===== src/rtl/shared_reg_arbiter_pkg.sv =====
// Shared definitions for the two-requester arbiter: default widths,
// holding-register state encoding and requester index constants.
package shared_reg_arbiter_pkg;

  localparam int DATA_W_DEF = 10;
  localparam int CNT_W_DEF  = 8;

  typedef enum logic {
    EMPTY = 1'b0,
    FULL  = 1'b1
  } state_t;

  localparam logic REQ0 = 1'b0;
  localparam logic REQ1 = 1'b1;

endpackage


===== src/rtl/shared_reg_arbiter_hold_reg10.sv =====
// Shared holding register: DATA_W bits, clears on reset, loads on the accept strobe.
module hold_reg10
  import shared_reg_arbiter_pkg::*;
#(
  parameter int DATA_W = DATA_W_DEF
) (
  input  logic              clk,
  input  logic              rst,
  input  logic              i_load,
  input  logic [DATA_W-1:0] i_data,
  output logic [DATA_W-1:0] o_data
);

  logic [DATA_W-1:0] r_data;

  always_ff @(posedge clk) begin
    if (rst) begin
      r_data <= '0;
    end else if (i_load) begin
      r_data <= i_data;
    end
  end

  assign o_data = r_data;

endmodule


===== src/rtl/shared_reg_arbiter.sv =====
// Round-robin arbiter feeding one shared holding register with valid/ready
// handshakes on both sides and per-requester wrapping accept counters.
module shared_reg_arbiter
  import shared_reg_arbiter_pkg::*;
#(
  parameter int DATA_W = DATA_W_DEF,
  parameter int CNT_W  = CNT_W_DEF
) (
  input  logic              clk,
  input  logic              rst,
  input  logic              req0_valid,
  input  logic [DATA_W-1:0] req0_data,
  output logic              req0_ready,
  input  logic              req1_valid,
  input  logic [DATA_W-1:0] req1_data,
  output logic              req1_ready,
  output logic              out_valid,
  output logic [DATA_W-1:0] out_data,
  output logic              out_src,
  input  logic              out_ready,
  output logic [CNT_W-1:0]  cnt0,
  output logic [CNT_W-1:0]  cnt1
);

  state_t             r_state;
  logic               r_prio;
  logic               r_src;
  logic [CNT_W-1:0]   r_cnt0;
  logic [CNT_W-1:0]   r_cnt1;

  logic               w_can_accept;
  logic               w_grant0;
  logic               w_grant1;
  logic               w_acc0;
  logic               w_acc1;
  logic               w_load;
  logic               w_contested;
  logic [DATA_W-1:0]  w_ld_data;

  // The register frees up either when empty or when the consumer drains it this cycle.
  assign w_can_accept = (r_state == EMPTY) | out_ready;
  assign w_grant0     = req0_valid & (~req1_valid | (r_prio == REQ0));
  assign w_grant1     = req1_valid & (~req0_valid | (r_prio == REQ1));
  assign req0_ready   = ~rst & w_can_accept & w_grant0;
  assign req1_ready   = ~rst & w_can_accept & w_grant1;

  assign w_acc0      = req0_valid & req0_ready;
  assign w_acc1      = req1_valid & req1_ready;
  assign w_load      = w_acc0 | w_acc1;
  assign w_contested = req0_valid & req1_valid;
  assign w_ld_data   = w_acc1 ? req1_data : req0_data;

  always_ff @(posedge clk) begin
    if (rst) begin
      r_state <= EMPTY;
      r_prio  <= REQ0;
      r_src   <= REQ0;
      r_cnt0  <= '0;
      r_cnt1  <= '0;
    end else begin
      if (w_load) begin
        r_state <= FULL;
        r_src   <= w_acc1 ? REQ1 : REQ0;
        // Only a contested win hands priority to the loser.
        if (w_contested) begin
          r_prio <= w_acc0 ? REQ1 : REQ0;
        end
      end else if ((r_state == FULL) && out_ready) begin
        r_state <= EMPTY;
      end
      if (w_acc0) begin
        r_cnt0 <= r_cnt0 + CNT_W'(1);
      end
      if (w_acc1) begin
        r_cnt1 <= r_cnt1 + CNT_W'(1);
      end
    end
  end

  hold_reg10 #(
    .DATA_W (DATA_W)
  ) u_hold (
    .clk    (clk),
    .rst    (rst),
    .i_load (w_load),
    .i_data (w_ld_data),
    .o_data (out_data)
  );

  assign out_valid = (r_state == FULL);
  assign out_src   = r_src;
  assign cnt0      = r_cnt0;
  assign cnt1      = r_cnt1;

endmodule


===== config.mk =====
export PLATFORM = sky130hd
export DESIGN_NAME = shared_reg_arbiter
export DESIGN_NICKNAME = d
export VERILOG_FILES = /design/src/rtl/shared_reg_arbiter_pkg.sv /design/src/rtl/shared_reg_arbiter_hold_reg10.sv /design/src/rtl/shared_reg_arbiter.sv
export SDC_FILE = /design/constraint.sdc
export NUM_CORES = 1
export LEC_CHECK = 0
export ABC_AREA = 1
export CAP_MARGIN = 20
export CORE_MARGIN = 1.5
export CORE_UTILIZATION = 40
export DETAILED_ROUTE_END_ITERATION = 10
export HOLD_SLACK_MARGIN = 0.08
export PLACE_DENSITY = 0.86
export SETUP_SLACK_MARGIN = 0.2
export SLEW_MARGIN = 20
export SYNTH_ARGS = -nofsm -noshare
export SYNTH_HDL_FRONTEND = slang
export SYNTH_SLANG_ARGS = --single-unit

===== constraint.sdc =====
create_clock -name clk -period 1.4 [get_ports clk]
set_clock_uncertainty 0.15 [all_clocks]
set_input_delay 0.42 -clock clk [delete_from_list [all_inputs] [get_ports clk]]
set_output_delay 0.42 -clock clk [all_outputs]
set_load 0.02 [all_outputs]

==> impl_metrics.yaml, run 1 <==
final_layout:
  finalNonFillerCells: 378
  drive_gt1_share_pct: 64.24
  layout_commonest_cell: "buf_4"
  area_growth_pct: 94.20
  final_cell_mix: "buf_4 (48), buf_6 (43), nand2_1 (30), inv_1 (30), dfxtp_2 (26)"
  nNetsFinal: 356
  fill_cells: 234
  n_antenna_cell: 0
setup_path:
  r2r-end: "cnt1[7]$_SDFFE_PP0N_"
  critPathBufInv: 2
  cpPeakStageDelay_ns: 0.22
  cp.required_ns: 0.83
  end_kind: "primary output"
  timing.rr.start: "r_prio$_SDFFE_PP0P_"
  worst_r2r_path_depth: 12
  crit_family: "buffers and inverters"
  startpoint: "req1_valid"
  cp-endpoint: "req0_ready"
  crit_chain: "clkdlybuf4s15_2, nand2_1, nand2_2, nor2_4, buf_6"
  critPathMaxFanout: 3
  critical_path_arrival_ns: 1.06
  start_kind: "input port"
  path_depth: 5
  r2r_slack_ns: -0.18
  cpMaxStageDelayCell: "clkdlybuf4s15_2"
  worstSetupPathType: "in2out"
timing:
  post-route-min-period_ns: 1.635
  maxSlewViolCount: 0
  setup_viol: 26
  relSlewSlack_pct: 80.16
  timing.final.crit_share_pct: 116.8
  finalHoldViolCount: 0
  fin_ws_ns: -0.2348
  fmax_ghz: 0.6117
  worst_pin_slew_ns: 0.2977
  whs_ns: 0.3349
  rsz0062_at_grt: "yes"
synth:
  syn_area_um2: 1575
  synth_xor_xnor_area_share_pct: 0.5560
  syn_inst: 213
  synth_cell_type_count: 27
  synth_top_family_by_area: "simple AND/OR/NAND/NOR gates"
  synth_compound_area_share_pct: 14.61
  yosysSeqAreaShare_pct: 36.85
  synthSimpleGateAreaFrac_pct: 32.64
  synth_warnings: 0
  ys_seq_elements: 29
  syn_nets: 240
  muxShareOfSynthArea_pct: 0
  syn_area_per_cell_um2: 7.396
  synthAdderAreaFrac_pct: 1.589
outcome:
  status: "finished with violations"
  violations: "negative setup slack"
power:
  total_power_w: 0.002180
  total_leakage_power_nw: 1.407
  irDropWorstVdd_v: 0.0004383
  p_per_area_nw_per_um2: 712.5
global_routing:
  antenna_found_initial: 0
  grt_pass1_wl_um: 7596
  grt_pass1_vias: 1782
  grt_overflow: 0
  grt_use_total_pct: 23.23
  grt_max_degree: 19
detailed_routing:
  vias: 1853
  wl_um: 5298
  dr.first_iter.drc_count: 160
  wl_met2_um: 2825
  ant_nets: 0
  drt-wirelength-per-cell_um: 14.02
  vias_per_cell: 4.902
  topRoutingLayerUsed: "met4"
  drt-met1-wl_um: 2016
  drc_errors: 0
  met3WireLength_um: 348
  dr.pass1.iters: 4
floorplan:
  row_count: 22
  die_width_um: 65.76
  die_area_um2: 4324
  fp.coreArea_um2: 3716
  start_util_pct: 42.39
  io_pins: 55
  fp.dieH_um: 65.76
clocking:
  clk_pin_slew_ns: 0.06
  clockBufferDepth: 2
  cts_buffers: 5
  cts_tree: "yes"
  htree_levels: 2
  clk_latency_ns: 0.29
  cts_hold_buf: 0
  numClockSinks: 29
  root_buffer: "clkbuf_8"
job:
  drv_cap: 0
placed_design:
  dp_hpwl_um: 2853
  port_buffers: 54
  dpl.cell_count: 341
  dp_slack_ns: -1.005
  place.gp.congestion: 0.8216
worst_hold_path:
  min_path_type: "reg2reg"
==> cell families after synthesis <==
family	after synthesis
AOI/OAI and AO/OA	35
DFF	29
xor gates and xnor gates	1
and+or+nand+nor	100
buffers and inverters	46
adders and majority gates	2
==> worst min path at each step <==
stage / start / to / slack [ns] / cells past startpoint
3_5_place_dp: u_hold.o_data[3]$_SDFFE_PP0P_ / u_hold.o_data[3]$_SDFFE_PP0P_ / 0.31 / 2
5_1_grt: r_prio$_SDFFE_PP0P_ / r_prio$_SDFFE_PP0P_ / 0.36 / 2
6_report: u_hold.o_data[9]$_SDFFE_PP0P_ / u_hold.o_data[9]$_SDFFE_PP0P_ / 0.33 / 2
2_1_floorplan: r_prio$_SDFFE_PP0P_ / r_prio$_SDFFE_PP0P_ / 0.32 / 2
4_1_cts: u_hold.o_data[3]$_SDFFE_PP0P_ / u_hold.o_data[3]$_SDFFE_PP0P_ / 0.32 / 2
3_3_place_gp: u_hold.o_data[4]$_SDFFE_PP0P_ / u_hold.o_data[4]$_SDFFE_PP0P_ / 0.31 / 2
==> state kept, by name, indices dropped and copies added (netlist names) <==
| signal | count |
|---|---|
| u_hold.o_data | 10 |
| cnt0 | 8 |
| cnt1 | 8 |
| out_src | 1 |
| out_valid | 1 |
| r_prio | 1 |
==> area by class of cell <==
type	instances	area, um2	share of cell area (%)
timing repair buffer	118	1134	37.06
multi-input combinational	139	1008	32.97
sequential	29	624.3	20.41
inverter	36	152.6	4.990
clock buffer	8	80.08	2.618
tap	48	60.06	1.963
==> power by group <==
group          total [W]  internal (W)  leakage (nW)  switching [W]
logic           0.000614      0.000329          1.12       0.000286
clock network   0.000677      0.000352        0.0395       0.000325
registers       0.000888      0.000861         0.250      0.0000273
total            0.00218       0.00154          1.41       0.000638
==> worst register-to-register path: stages, from the launching register on <==
cell and delay, ns:
dfxtp_2 0.35, inv_2 0.04, nand2_2 0.07, nand2_4 0.06
nor2_4 0.10, buf_4 0.12, buf_6 0.08, buf_6 0.09
buf_6 0.13, nand3_1 0.08, nand2_1 0.07, nand2_1 0.05
nor2_1 0.10
==> layer usage <==
metal / track usage (%) / vias up
met5: 0 / -
met4: 9.375 / 0
met3: 7.705 / 16
met2: 43.43 / 82
met1: 23.31 / 852
li1: - / 903
==> per-stage QoR <==
| stage | TNS [ns] | util [%] | area, um2 |
|---|---|---|---|
| 2_1_floorplan | -0.2661 | - | 1637 |
| 3_3_place_gp | -19.84 | 65.19 | 2422 |
| 3_5_place_dp | -20.26 | 65.19 | 2422 |
| 4_1_cts | -1.954 | 76.26 | 2834 |
| 5_1_grt | -3.827 | 82.32 | 3059 |
| 6_report | -2.674 | 82.32 | 3059 |
==> repair_timing <==
action,CTS,global route
hold endpoints to repair,0,0
pin swaps,18,10
endpoints found under the setup margin,59,59
gates cloned,2,1
gates resized for setup,250,44
setup buffers,14,12
==> Yosys cell counts <==
| cell type | n | area, um2 |
|---|---|---|
| nand3_2 | 10 | 100.1 |
| clkbuf_1 | 1 | 3.750 |
| ha_1 | 2 | 25.02 |
| inv_4 | 1 | 6.260 |
| nand4_1 | 1 | 6.260 |
| buf_2 | 3 | 15.01 |
| a31oi_1 | 1 | 6.260 |
| buf_6 | 4 | 45.04 |
| nor3_1 | 1 | 5.000 |
| nor3_2 | 1 | 10.01 |
| dfxtp_1 | 29 | 580.6 |
| inv_2 | 3 | 11.26 |
| o21a_1 | 2 | 15.01 |
| a21oi_2 | 10 | 87.58 |
| nor3b_1 | 1 | 7.510 |
| inv_1 | 32 | 120.1 |
| buf_4 | 2 | 15.01 |
| nor2_4 | 2 | 22.52 |
| xor2_1 | 1 | 8.760 |
| a21oi_4 | 1 | 16.27 |
| nand2_8 | 1 | 20.02 |
| nor2_1 | 13 | 48.80 |
| nand3_1 | 17 | 85.08 |
| a21oi_1 | 14 | 70.07 |
| nand2_1 | 49 | 183.9 |
| nand2_2 | 4 | 25.02 |
| o21ai_0 | 7 | 35.03 |
(Power assumes the default switching activity.)
==> inputs of run 2 (changes only) <==
CORE_MARGIN = 2   (was 1.5)
==> run 2 against run 1 <==
The run still ends with negative setup slack left; sequential share of layout area hardly changed; total power rose by 0.24%; worst setup slack got worse by 0.0036 ns; critical path type is now reg2out; design area decreased by 0.49%; routed wire length fell by 1.6%; register-to-register slack barely moved; non-clock buffer count up 1; first-iteration DRC count fell by 55%; via count is 0.32% higher; largest power group unchanged.
==> impl_metrics.yaml, run 2 (synthesized netlist as in run 1, its figures left out) <==
outcome:
  violations: "negative setup slack"
  status: "finished with violations"
placed_design:
  postPlaceCellArea_um2: 2437
  port_buffers: 54
  dp_slack_ns: -1.012
  dp_hpwl_um: 2873
  place.gp.congestion: 0.8104
timing:
  relSlewSlack_pct: 78.56
  maxSlewViolCount: 0
  post-route-min-period_ns: 1.638
  finalHoldViolCount: 0
  whs_ns: 0.3393
  fmax_ghz: 0.6104
  setup_viol: 31
  worst_pin_slew_ns: 0.3216
  rsz0062_at_grt: "yes"
  fin_ws_ns: -0.2384
  timing.final.crit_share_pct: 117.0
final_layout:
  nNetsFinal: 358
  multi_input_area_um2: 959.7
  drive_gt1_share_pct: 62.95
  n_antenna_cell: 0
  final_cell_area_um2: 3044
  fill_cells: 232
  layout_commonest_cell: "buf_4"
  largest_reg_flops: 10
  final_cell_mix: "buf_4 (49), buf_6 (41), nand2_1 (34)"
  area_growth_pct: 93.25
  final-seq-area_um2: 621.8
detailed_routing:
  drc_errors: 0
  wl_um: 5213
  vias_per_cell: 4.892
  ant_nets: 0
  vias: 1859
  dr.first_iter.drc_count: 72
  dr.pass1.iters: 4
  drt-wirelength-per-cell_um: 13.72
clocking:
  clk_pin_slew_ns: 0.06
  cts_buffers: 5
  cts_tree: "yes"
  clk_latency_ns: 0.28
  numClockSinks: 29
  clockBufferDepth: 2
  cts_hold_buf: 0
  root_buffer: "clkbuf_8"
  htree_levels: 2
floorplan:
  die_area_um2: 4456
  io_pins: 55
  fp.dieH_um: 66.76
  fp.coreArea_um2: 3716
  row_count: 22
  die_width_um: 66.76
  start_util_pct: 42.39
job:
  drv_cap: 0
global_routing:
  grt_pass1_wl_um: 7797
  grt_pass1_vias: 1826
  grt_overflow: 0
  grt_use_total_pct: 23.40
  grt_max_degree: 19
  antenna_found_initial: 0
worst_hold_path:
  min_path_type: "reg2reg"
setup_path:
  start_kind: "flop"
  critPathMaxFanout: 3
  cp.required_ns: 0.83
  worstSetupPathType: "reg2out"
  critical_path_arrival_ns: 1.07
  end_kind: "primary output"
  r2r_slack_ns: -0.18
power:
  total_leakage_power_nw: 1.390
  irDropWorstVdd_v: 0.0005294
  p_per_area_nw_per_um2: 717.7
## run 2: cell types whose count changed in the layout (fill, tap and decap cells not counted), sizes merged
cell           delta
buf               +2
clkbuf            -3
clkdlybuf4s15     -1
clkinv            +3
clkinvlp          +1
## run 2: final timing paths
path                                      start  cells after the start                       endpoint
hold reg to reg   u_hold.o_data[9]$_SDFFE_PP0P_                      2  u_hold.o_data[9]$_SDFFE_PP0P_
hold / removal    u_hold.o_data[9]$_SDFFE_PP0P_                      2  u_hold.o_data[9]$_SDFFE_PP0P_
setup / recovery         out_valid$_SDFFE_PP0P_                      4                     req0_ready
setup reg to reg            r_prio$_SDFFE_PP0P_                      9  u_hold.o_data[0]$_SDFFE_PP0P_
## run 2: critical path, stage by stage (launching register included)
cell and delay [ns]:
dfxtp_2 0.34, nand2_4 0.09, nand2_8 0.07, nor2_4 0.15, buf_6 0.13
## run 2: area by class of cell
| cell class | instances | share of cell area (%) |
|---|---|---|
| repair buffers | 119 | 37.94 |
| multi-input cells | 139 | 31.52 |
| flip-flops and latches | 29 | 20.43 |
| inverters | 36 | 4.932 |
| clock buffers | 5 | 2.261 |
| well taps | 48 | 1.973 |
| clock inverters | 3 | 0.5754 |
| repair inverters | 1 | 0.3699 |
## run 2: routing by layer
| metal | wire length [um] | vias up | global-route usage, % |
|---|---|---|---|
| met5 | 0 | - | 0 |
| met4 | 182 | 0 | 13.78 |
| met3 | 392 | 21 | 9.459 |
| met2 | 2710 | 81 | 40.50 |
| met1 | 1928 | 850 | 23.42 |
| li1 | - | 907 | - |
## run 2: power by group
part	total, W	leakage [nW]	internal (W)	switching, W
sequential	0.000889	0.250	0.000862	0.0000269
combinational	0.000625	1.10	0.000333	0.000292
clock	0.000671	0.0439	0.000342	0.000329
## run 2: repair_timing
item,CTS,global route
pin swaps,15,12
cloned,3,1
gates resized for setup,254,29
endpoints found under the setup margin,59,59
setup buffers,17,8
## run 2: stage by stage
step	std cells	setup TNS (ns)	util, %	power (W)
2_1_floorplan	213	-0.2661	-	0.001150
3_3_place_gp	343	-19.72	65.59	0.001353
3_5_place_dp	343	-20.52	65.59	0.001363
4_1_cts	371	-2.189	77.74	0.002139
5_1_grt	380	-4.606	81.92	0.002272
6_report	380	-3.138	81.92	0.002185
==> inputs of run 3 (changes only) <==
ABC_CLOCK_PERIOD_IN_PS = 1400   (was unset)
CORE_MARGIN = 5   (was 2)
CTS_CLUSTER_DIAMETER = 120   (was unset)
==> run 3 against run 2 <==
The run still ends with negative setup slack left; combinational power is 5.3% lower; critical path type is now reg2reg; clock power is 0.6% higher; critical endpoint is now u_hold.o_data[6]$_SDFFE_PP0P_; design area down 1.3%; total power fell by 1.4%.
==> impl_metrics.yaml, run 3 (synthesized netlist as in run 1, its figures left out) <==
power:
  p_seq_share_pct: 41.2
  total_leakage_power_nw: 1.345
  irDropWorstVdd_v: 0.0004312
  switching_share_pct: 29.15
  pwr-share-clk_pct: 31.3
  p_per_area_nw_per_um2: 717.4
  combPwrFrac_pct: 27.5
  p_int_w: 0.001527
  p_sw_w: 0.0006283
detailed_routing:
  drc_errors: 0
  dr.pass1.iters: 4
  dr.first_iter.drc_count: 59
  drt-wirelength-per-cell_um: 14.03
  vias: 1820
  wl_um: 5219
  vias_per_cell: 4.892
  ant_nets: 0
timing:
  fin_ws_ns: -0.2616
  worst_pin_slew_ns: 0.2791
  timing.final.crit_share_pct: 118.7
  setup_viol: 23
  whs_ns: 0.2811
  relSlewSlack_pct: 81.32
  post-route-min-period_ns: 1.662
  fmax_ghz: 0.6018
  finalHoldViolCount: 0
  maxSlewViolCount: 0
  rsz0062_at_grt: "yes"
setup_path:
  cpMaxStageDelayCell: "dfxtp_2"
  worstSetupPathType: "reg2reg"
  crit_chain: "inv_2, buf_4, buf_6, buf_6, a21oi_4, buf_6, nand3_1, nand3_2, a21oi_2"
  cpPeakStageDelay_ns: 0.35
  cpMostUsedCell: "buf_6"
  end_kind: "flop"
  start_kind: "flop"
  cp.required_ns: 1.41
  critPathMaxFanout: 10
  critical_path_arrival_ns: 1.67
clocking:
  clk_pin_slew_ns: 0.06
  htree_levels: 2
  numClockSinks: 29
  clk_latency_ns: 0.28
  clockBufferDepth: 2
  root_buffer: "clkbuf_8"
  cts_tree: "yes"
  cts_buffers: 5
  cts_hold_buf: 0
final_layout:
  final_cell_area_um2: 3004
  layout_commonest_cell: "buf_4"
  final_cell_mix: "buf_4 (44), buf_6 (39), inv_1 (30)"
  drive_gt1_share_pct: 62.65
  n_antenna_cell: 0
  nNetsFinal: 350
  final-seq-area_um2: 621.8
  multi_input_area_um2: 997.2
  area_growth_pct: 90.71
  fill_cells: 234
  largest_reg_flops: 10
  final_core_util_pct: 80.25
floorplan:
  die_area_um2: 5293
  die_width_um: 72.76
  io_pins: 55
  fp.coreArea_um2: 3744
  fp.dieH_um: 72.76
  start_util_pct: 42.08
  row_count: 22
global_routing:
  grt_overflow: 0
  grt_use_total_pct: 18.50
  grt_max_degree: 19
  grt_pass1_vias: 1806
  grt_pass1_wl_um: 7645
  antenna_found_initial: 0
outcome:
  status: "finished with violations"
  violations: "negative setup slack"
placed_design:
  dp_slack_ns: -1.015
  postPlaceCellArea_um2: 2437
  place.gp.congestion: 0.8076
  port_buffers: 54
  dp_hpwl_um: 3061
job:
  drv_cap: 0
worst_hold_path:
  min_path_type: "in2reg"
## run 3: changes by cell type in the layout (fill, tap and decap cells not counted), sizes merged
cell	change
buf	-9
clkbuf	+4
clkinv	-3
clkdlybuf4s15	+1
clkinvlp	-1
## run 3: final timing paths
path	startpoint	end	slack, ns	cells after the start
worst max-delay path	r_prio$_SDFFE_PP0P_	u_hold.o_data[6]$_SDFFE_PP0P_	-0.26	9
worst min-delay path	req1_valid	r_prio$_SDFFE_PP0P_	0.28	3
worst max register to register	r_prio$_SDFFE_PP0P_	u_hold.o_data[6]$_SDFFE_PP0P_	-0.26	9
worst min register to register	out_src$_SDFFE_PP0P_	out_src$_SDFFE_PP0P_	0.33	2
## run 3: metrics by stage
step	total power, W	setup TNS, ns	instances
final	0.002155	-3.489	372
after global routing	0.002252	-4.779	372
after CTS	0.002104	-1.106	361
after detailed placement	0.001360	-20.79	343
after global placement	0.001351	-20.06	343
after floorplan	0.001150	-0.2661	213
## run 3: what timing repair did
item,CTS,global route
pin swaps,15,5
cloned,2,1
gates resized for setup,248,33
setup endpoints to repair,59,59
setup buffers,8,10
## run 3: final cells by class
class	instances	area share, %
Clock buffer	8	2.666
Sequential cell	29	20.70
Inverter	36	4.915
Timing Repair Buffer	112	36.53
Tap cell	48	1.999
Multi-Input combinational cell	139	33.19
## run 3: power by group through the flow
stage | clock network (W) | registers, W | logic [W]
6_report | 0.000675 | 0.000888 | 0.000592
5_1_grt | 0.000730 | 0.000891 | 0.000631
4_1_cts | 0.000687 | 0.000888 | 0.000529
3_5_place_dp | 0 | 0.000896 | 0.000464
3_3_place_gp | 0 | 0.000895 | 0.000455
2_1_floorplan | 0 | 0.000939 | 0.000211
## run 3: critical path: cells and delay by family, from the launching register on
family	cells	cell delay, ns
AOI/OAI and AO/OA	2	0.25
buffers and inverters	5	0.56
DFF	1	0.35
and+or+nand+nor	2	0.22
## run 3: layer usage
layer | global-route usage (%) | routed length (um) | share of wire [%] | vias up
met2 | 33.57 | 2744 | 53 | 68
li1 | - | - | - | 889
met4 | 10.04 | 127 | 2.4 | 0
met5 | 0 | 0 | 0 | -
met1 | 17.97 | 1960 | 38 | 852
met3 | 6.887 | 387 | 7.4 | 11
